<file path="config.mk">
export PLATFORM = sky130hd
export DESIGN_NAME = mm_led_ctrl
export DESIGN_NICKNAME = d
export VERILOG_FILES = /design/src/rtl/mm_led_pkg.sv /design/src/rtl/mm_led_timebase.sv /design/src/rtl/mm_led_ctrl.sv
export SDC_FILE = /design/constraint.sdc
export NUM_CORES = 1
export LEC_CHECK = 0
export CAP_MARGIN = 30
export CORE_ASPECT_RATIO = 1.4
export CORE_MARGIN = 2
export CORE_UTILIZATION = 35
export CTS_CLUSTER_SIZE = 40
export DETAILED_ROUTE_END_ITERATION = 8
export GPL_TIMING_DRIVEN = 1
export HOLD_SLACK_MARGIN = 0.08
export PLACE_DENSITY = 0.62
export SYNTH_ARGS = -nofsm -noshare
export SYNTH_HDL_FRONTEND = slang
export SYNTH_SLANG_ARGS = --single-unit
</file>
<file path="constraint.sdc">
create_clock -name clk -period 1.7 [get_ports clk]
set_input_delay 0.17 -clock clk [delete_from_list [all_inputs] [get_ports clk]]
set_output_delay 0.17 -clock clk [all_outputs]
set_load 0.02 [all_outputs]
</file>
<file path="src/rtl/mm_led_pkg.sv">
// Shared constants for the memory-mapped LED controller: bus widths,
// register word offsets and STATUS field positions.
package mm_led_pkg;

    localparam int unsigned ADDR_W = 3;
    localparam int unsigned DATA_W = 32;

    localparam logic [ADDR_W-1:0] REG_OUT       = 3'd0;
    localparam logic [ADDR_W-1:0] REG_BLINK_EN  = 3'd1;
    localparam logic [ADDR_W-1:0] REG_PWM_EN    = 3'd2;
    localparam logic [ADDR_W-1:0] REG_BLINK_DIV = 3'd3;
    localparam logic [ADDR_W-1:0] REG_DUTY      = 3'd4;
    localparam logic [ADDR_W-1:0] REG_TOGGLE    = 3'd5;
    localparam logic [ADDR_W-1:0] REG_STATUS    = 3'd6;

    localparam int unsigned STATUS_PHASE_BIT = 0;
    localparam int unsigned STATUS_PWM_LSB   = 8;

endpackage

</file>
<file path="src/rtl/mm_led_timebase.sv">
// Shared timebase for all LED channels: blink prescaler/phase and a
// free-running PWM counter compared against the programmed duty.
module mm_led_timebase
    import mm_led_pkg::*;
#(
    parameter int unsigned PWM_BITS       = 8,
    parameter int unsigned BLINK_DIV_BITS = 24
) (
    input  logic                      clk,
    input  logic                      reset,
    input  logic [BLINK_DIV_BITS-1:0] div,
    input  logic                      div_wr,
    input  logic [PWM_BITS-1:0]       duty,
    output logic                      phase,
    output logic [PWM_BITS-1:0]       pwm_cnt,
    output logic                      pwm_on
);

    logic [BLINK_DIV_BITS-1:0] cnt;

    // A BLINK_DIV write restarts the half-period without touching phase.
    always_ff @(posedge clk) begin
        if (reset) begin
            cnt     <= '0;
            phase   <= 1'b0;
            pwm_cnt <= '0;
        end else begin
            pwm_cnt <= pwm_cnt + PWM_BITS'(1);
            if (div_wr) begin
                cnt <= '0;
            end else if (cnt == div) begin
                cnt   <= '0;
                phase <= ~phase;
            end else begin
                cnt <= cnt + BLINK_DIV_BITS'(1);
            end
        end
    end

    assign pwm_on = (pwm_cnt < duty);

endmodule

</file>
<file path="src/rtl/mm_led_ctrl.sv">
// Memory-mapped LED controller: register file, single-cycle ready
// handshake and registered per-channel blink/PWM output stage.
module mm_led_ctrl
    import mm_led_pkg::*;
#(
    parameter int unsigned NUM_LEDS       = 6,
    parameter int unsigned PWM_BITS       = 8,
    parameter int unsigned BLINK_DIV_BITS = 24,
    parameter int unsigned BLINK_DIV_RST  = 13_499_999
) (
    input  logic                clk,
    input  logic                reset,
    input  logic                select,
    input  logic [ADDR_W-1:0]   addr,
    input  logic [DATA_W-1:0]   data_i,
    input  logic                write_en,
    output logic                ready,
    output logic [DATA_W-1:0]   data_o,
    output logic [NUM_LEDS-1:0] leds
);

    logic [NUM_LEDS-1:0]       out_r;
    logic [NUM_LEDS-1:0]       blink_en;
    logic [NUM_LEDS-1:0]       pwm_en;
    logic [BLINK_DIV_BITS-1:0] blink_div;
    logic [PWM_BITS-1:0]       duty;

    logic                      phase;
    logic [PWM_BITS-1:0]       pwm_cnt;
    logic                      pwm_on;

    logic                      accept_c;
    logic                      wr_c;
    logic                      div_wr_c;
    logic [DATA_W-1:0]         rdata_c;
    logic                      unused_data_c;

    assign accept_c      = select & ~ready;
    assign wr_c          = accept_c & write_en;
    assign div_wr_c      = wr_c & (addr == REG_BLINK_DIV);
    assign unused_data_c = ^data_i;

    mm_led_timebase #(
        .PWM_BITS       (PWM_BITS),
        .BLINK_DIV_BITS (BLINK_DIV_BITS)
    ) u_timebase (
        .clk     (clk),
        .reset   (reset),
        .div     (blink_div),
        .div_wr  (div_wr_c),
        .duty    (duty),
        .phase   (phase),
        .pwm_cnt (pwm_cnt),
        .pwm_on  (pwm_on)
    );

    // Read mux; unimplemented bits and write-only/reserved offsets read 0.
    always_comb begin
        rdata_c = '0;
        case (addr)
            REG_OUT:       rdata_c = DATA_W'(out_r);
            REG_BLINK_EN:  rdata_c = DATA_W'(blink_en);
            REG_PWM_EN:    rdata_c = DATA_W'(pwm_en);
            REG_BLINK_DIV: rdata_c = DATA_W'(blink_div);
            REG_DUTY:      rdata_c = DATA_W'(duty);
            REG_STATUS: begin
                rdata_c[STATUS_PHASE_BIT]              = phase;
                rdata_c[STATUS_PWM_LSB +: PWM_BITS]    = pwm_cnt;
            end
            default:       rdata_c = '0;
        endcase
    end

    always_ff @(posedge clk) begin
        if (reset) begin
            ready     <= 1'b0;
            data_o    <= '0;
            leds      <= '0;
            out_r     <= '0;
            blink_en  <= '0;
            pwm_en    <= '0;
            blink_div <= BLINK_DIV_BITS'(BLINK_DIV_RST);
            duty      <= '0;
        end else begin
            ready  <= accept_c;
            data_o <= accept_c ? rdata_c : '0;
            leds   <= out_r
                    & (~blink_en | {NUM_LEDS{phase}})
                    & (~pwm_en   | {NUM_LEDS{pwm_on}});
            if (wr_c) begin
                case (addr)
                    REG_OUT:       out_r     <= data_i[NUM_LEDS-1:0];
                    REG_BLINK_EN:  blink_en  <= data_i[NUM_LEDS-1:0];
                    REG_PWM_EN:    pwm_en    <= data_i[NUM_LEDS-1:0];
                    REG_BLINK_DIV: blink_div <= data_i[BLINK_DIV_BITS-1:0];
                    REG_DUTY:      duty      <= data_i[PWM_BITS-1:0];
                    REG_TOGGLE:    out_r     <= out_r ^ data_i[NUM_LEDS-1:0];
                    default:       ;
                endcase
            end
        end
    end

endmodule

</file>
==> impl_metrics.toml <==
[setup_path]
crit_type = "reg -> reg"
critPathCaptureType = "flip-flop"
crit_arrival_ns = 2.09
cp-start-kind = "flip-flop"
path_max_fanout = 3
cp.required_ns = 2.04

[grt]
track_usage = 0.1830
grt_max_degree = 67
overflow = 0
grt_pass1_wl_mm = 21.35
antenna_found_initial = 0
grt_pass1_vias = 4389

[placed_design]
portBuffers = 61
hpwl_mm = 9.763
dp_cells = 840
routabilityCongestion = 0.8206

[routing]
drt-total-wl_mm = 13.22
num_vias = 4243
drtIter0Drc = 154
first_pass_iters = 4
avgViaCountPerCell = 4.860
ant_nets = 0
drc = 0
wl_per_cell_um = 15.14

[power]
combPwrFrac = 0.064
leakage_uw = 0.002648
seq_power_share = 0.391
switchingPower_uw = 1536
swShare = 0.2183
powerDensity_nw_per_um2 = 1028
vdd_drop_max_mv = 0.4830
clkPwrFrac = 0.544
p_int_uw = 5498

[yosys]
synth_cell_type_count = 44
syn_inst = 557
netlist_area_um2 = 4910
synth-seq-cells = 114
seq_area_frac_synth = 0.4648
yosysWarnings = 0
syn-mean-instance-area_um2 = 8.815

[clocking]
htreeDepth = 4
clock-sinks = 114
clk_latency_ns = 0.42
numCtsBuffers = 17
root_buffer = "clkbuf_16"
cts_tree = "done"
cts_buffer_depth = 2
hold_buffers = 0
cts.reportedPaths.clkPinSlew_ns = 0.05

[hold_path]
hold_class = "in -> reg"

[timing]
worst_pin_slew_ns = 0.6394
fin_crit_sh = 1.032
max_slew_margin = 0.5737
rsz0062_at_grt = "yes"
finalSetupViolCount = 1
skew_ns = 0.006114
hold_slack_ns = 0.1320
fin_crit_ns = 1.755
hold_viol = 0
fmax_mhz = 569.8
drv_slew = 0
setup_ws_ns = -0.05514

[finish]
final-instance-count-excl-fill = 873
nFillCells = 1336
final_layout_size_suffix_gt1_frac = 0.1904
insertedDiodeCount = 0
nNetsFinal = 723
area_growth_pct = 39.42
utilization = 0.4966

[floorplan]
die_y_um = 144.1
pin_count = 78
initial_core_util = 0.3562
fp-row-count = 51
die_area_um2 = 15010
core-area_um2 = 13780
die_width_um = 104.1

[run_status]
violations = "negative setup slack"
outcome = "finished, violations left"

[run]
maxCapViolations = 0
==> metrics by stage <==
step            TNS, ns  area, µm²  worst slack, ns  power [µW]
4_1_cts        -0.08095       6790         -0.08095        7078
5_1_grt          -1.198       6845          -0.1142        7263
2_1_floorplan         0       4936          0.09544        3034
3_3_place_gp     -5.465       6117          -0.1657        3241
6_report       -0.05514       6845         -0.05514        7034
3_5_place_dp     -7.391       6117          -0.2103        3249
==> cells in the final DEF (no fill, tap or decap), drive strengths merged, types with 13 or more instances in the layout <==
| master | netlist | layout |
|---|---|---|
| a21oi | 37 | 37 |
| nand3 | 26 | 26 |
| nand2 | 85 | 85 |
| xnor2 | 13 | 13 |
| nor2 | 66 | 66 |
| dfxtp | 114 | 114 |
| xor2 | 45 | 45 |
| clkbuf | 15 | 20 |
| buf | 19 | 66 |
| clkdlybuf4s50 | 0 | 60 |
| nand3b | 26 | 26 |
==> final timing paths <==
| kind | slack, ns | end | cells after the start | startpoint |
|---|---|---|---|---|
| min reg2reg | 0.47 | leds[1] | 1 | pwm_en[1] |
| min | 0.13 | ready | 3 | reset |
| max reg2reg | -0.06 | u_timebase.phase | 5 | blink_div[8] |
| max | -0.06 | u_timebase.phase | 5 | blink_div[8] |
==> cell usage after synthesis <==
master / n / area (µm²)
nor2_1: 66 / 247.7
nand3b_1: 26 / 195.2
and3_1: 3 / 18.77
or3b_1: 1 / 8.760
ha_1: 9 / 112.6
a21o_1: 2 / 15.01
nor2b_1: 5 / 31.28
a222oi_1: 2 / 20.02
o21ai_0: 5 / 25.02
nor3_2: 1 / 10.01
nand4_1: 8 / 50.05
and2_1: 9 / 56.30
buf_6: 1 / 11.26
nor4_2: 4 / 50.05
xor2_1: 45 / 394.1
conb_1: 1 / 3.750
inv_1: 9 / 33.78
nor3b_2: 1 / 12.51
nand3_1: 26 / 130.1
o2111ai_1: 1 / 8.760
nand2_1: 85 / 319.1
a21oi_1: 37 / 185.2
o22a_1: 2 / 17.52
mux2_2: 6 / 67.56
nor4_1: 5 / 31.28
mux2i_1: 3 / 30.03
o21ai_1: 1 / 5.000
buf_1: 1 / 3.750
a32oi_1: 2 / 17.52
a211oi_1: 1 / 7.510
dfxtp_1: 114 / 2282
and4_1: 3 / 26.28
a22o_1: 8 / 70.07
or4_1: 1 / 7.510
buf_4: 8 / 60.06
a22oi_1: 7 / 52.55
a31o_2: 1 / 8.760
and3b_1: 1 / 8.760
nand2b_1: 7 / 43.79
xnor2_1: 13 / 113.9
buf_2: 9 / 45.04
o31ai_1: 1 / 7.510
clkbuf_1: 15 / 56.30
nor3b_1: 1 / 7.510
==> layout make-up <==
type / count / area, µm² / area share
clock inverters: 12 / 180.2 / 0.02632
flip-flops and latches: 114 / 2291 / 0.3347
multi-input cells: 407 / 2504 / 0.3657
clock buffers: 20 / 466.7 / 0.06818
inverters: 9 / 33.78 / 0.004935
repair buffers: 126 / 1139 / 0.1663
well taps: 185 / 231.5 / 0.03381
==> critical path: stages, from the launching register on <==
cell	delay [ns]
dfxtp_1	0.33
xor2_1	0.18
nor4_2	0.29
nand4_1	0.21
or4_1	0.52
a21oi_1	0.16
==> layer usage <==
layer / vias to the layer above / global-route usage / share of wire
met4: 0 / 0.1010 / 0.033
met2: 88 / 0.3459 / 0.55
met3: 32 / 0.04056 / 0.033
met5: - / 0 / 0
li1: 2098 / - / -
met1: 2025 / 0.1872 / 0.38
==> power by group through the flow <==
stage / clock network [µW] / logic [µW] / registers [µW]
after floorplan: 0 / 223 / 2810
after global placement: 0 / 436 / 2800
after detailed placement: 0 / 442 / 2810
after CTS: 3880 / 449 / 2750
after global routing: 4010 / 494 / 2760
final: 3830 / 454 / 2750
==> cell families (layout without fill, tap and decap cells) <==
group / after synthesis / count (layout) / synth area share
AO/OA/AOI/OAI: 70 / 70 / 0.08971
XOR/XNOR: 58 / 58 / 0.1035
adder cells (fa/ha/maj): 9 / 9 / 0.02294
buffers and inverters: 43 / 167 / 0.04281
flip-flops: 114 / 114 / 0.4648
multiplexers: 9 / 9 / 0.01988
other: 1 / 8 / 0.0007638
AND/OR/NAND/NOR: 253 / 253 / 0.2556
==> registers in the layout, summed over array words and instances (netlist names) <==
signal              count
blink_div              24
data_o                 24
u_timebase.cnt         24
duty                    8
u_timebase.pwm_cnt      8
blink_en                6
leds                    6
out_r                   6
pwm_en                  6
ready                   1
u_timebase.phase        1
==> timing repair <==
item,4_1_cts,5_1_grt
pin swaps,2,7
endpoints found under the setup margin,22,29
setup buffers,1,0
gates resized for setup,5,17
(Power assumes the default switching activity.)
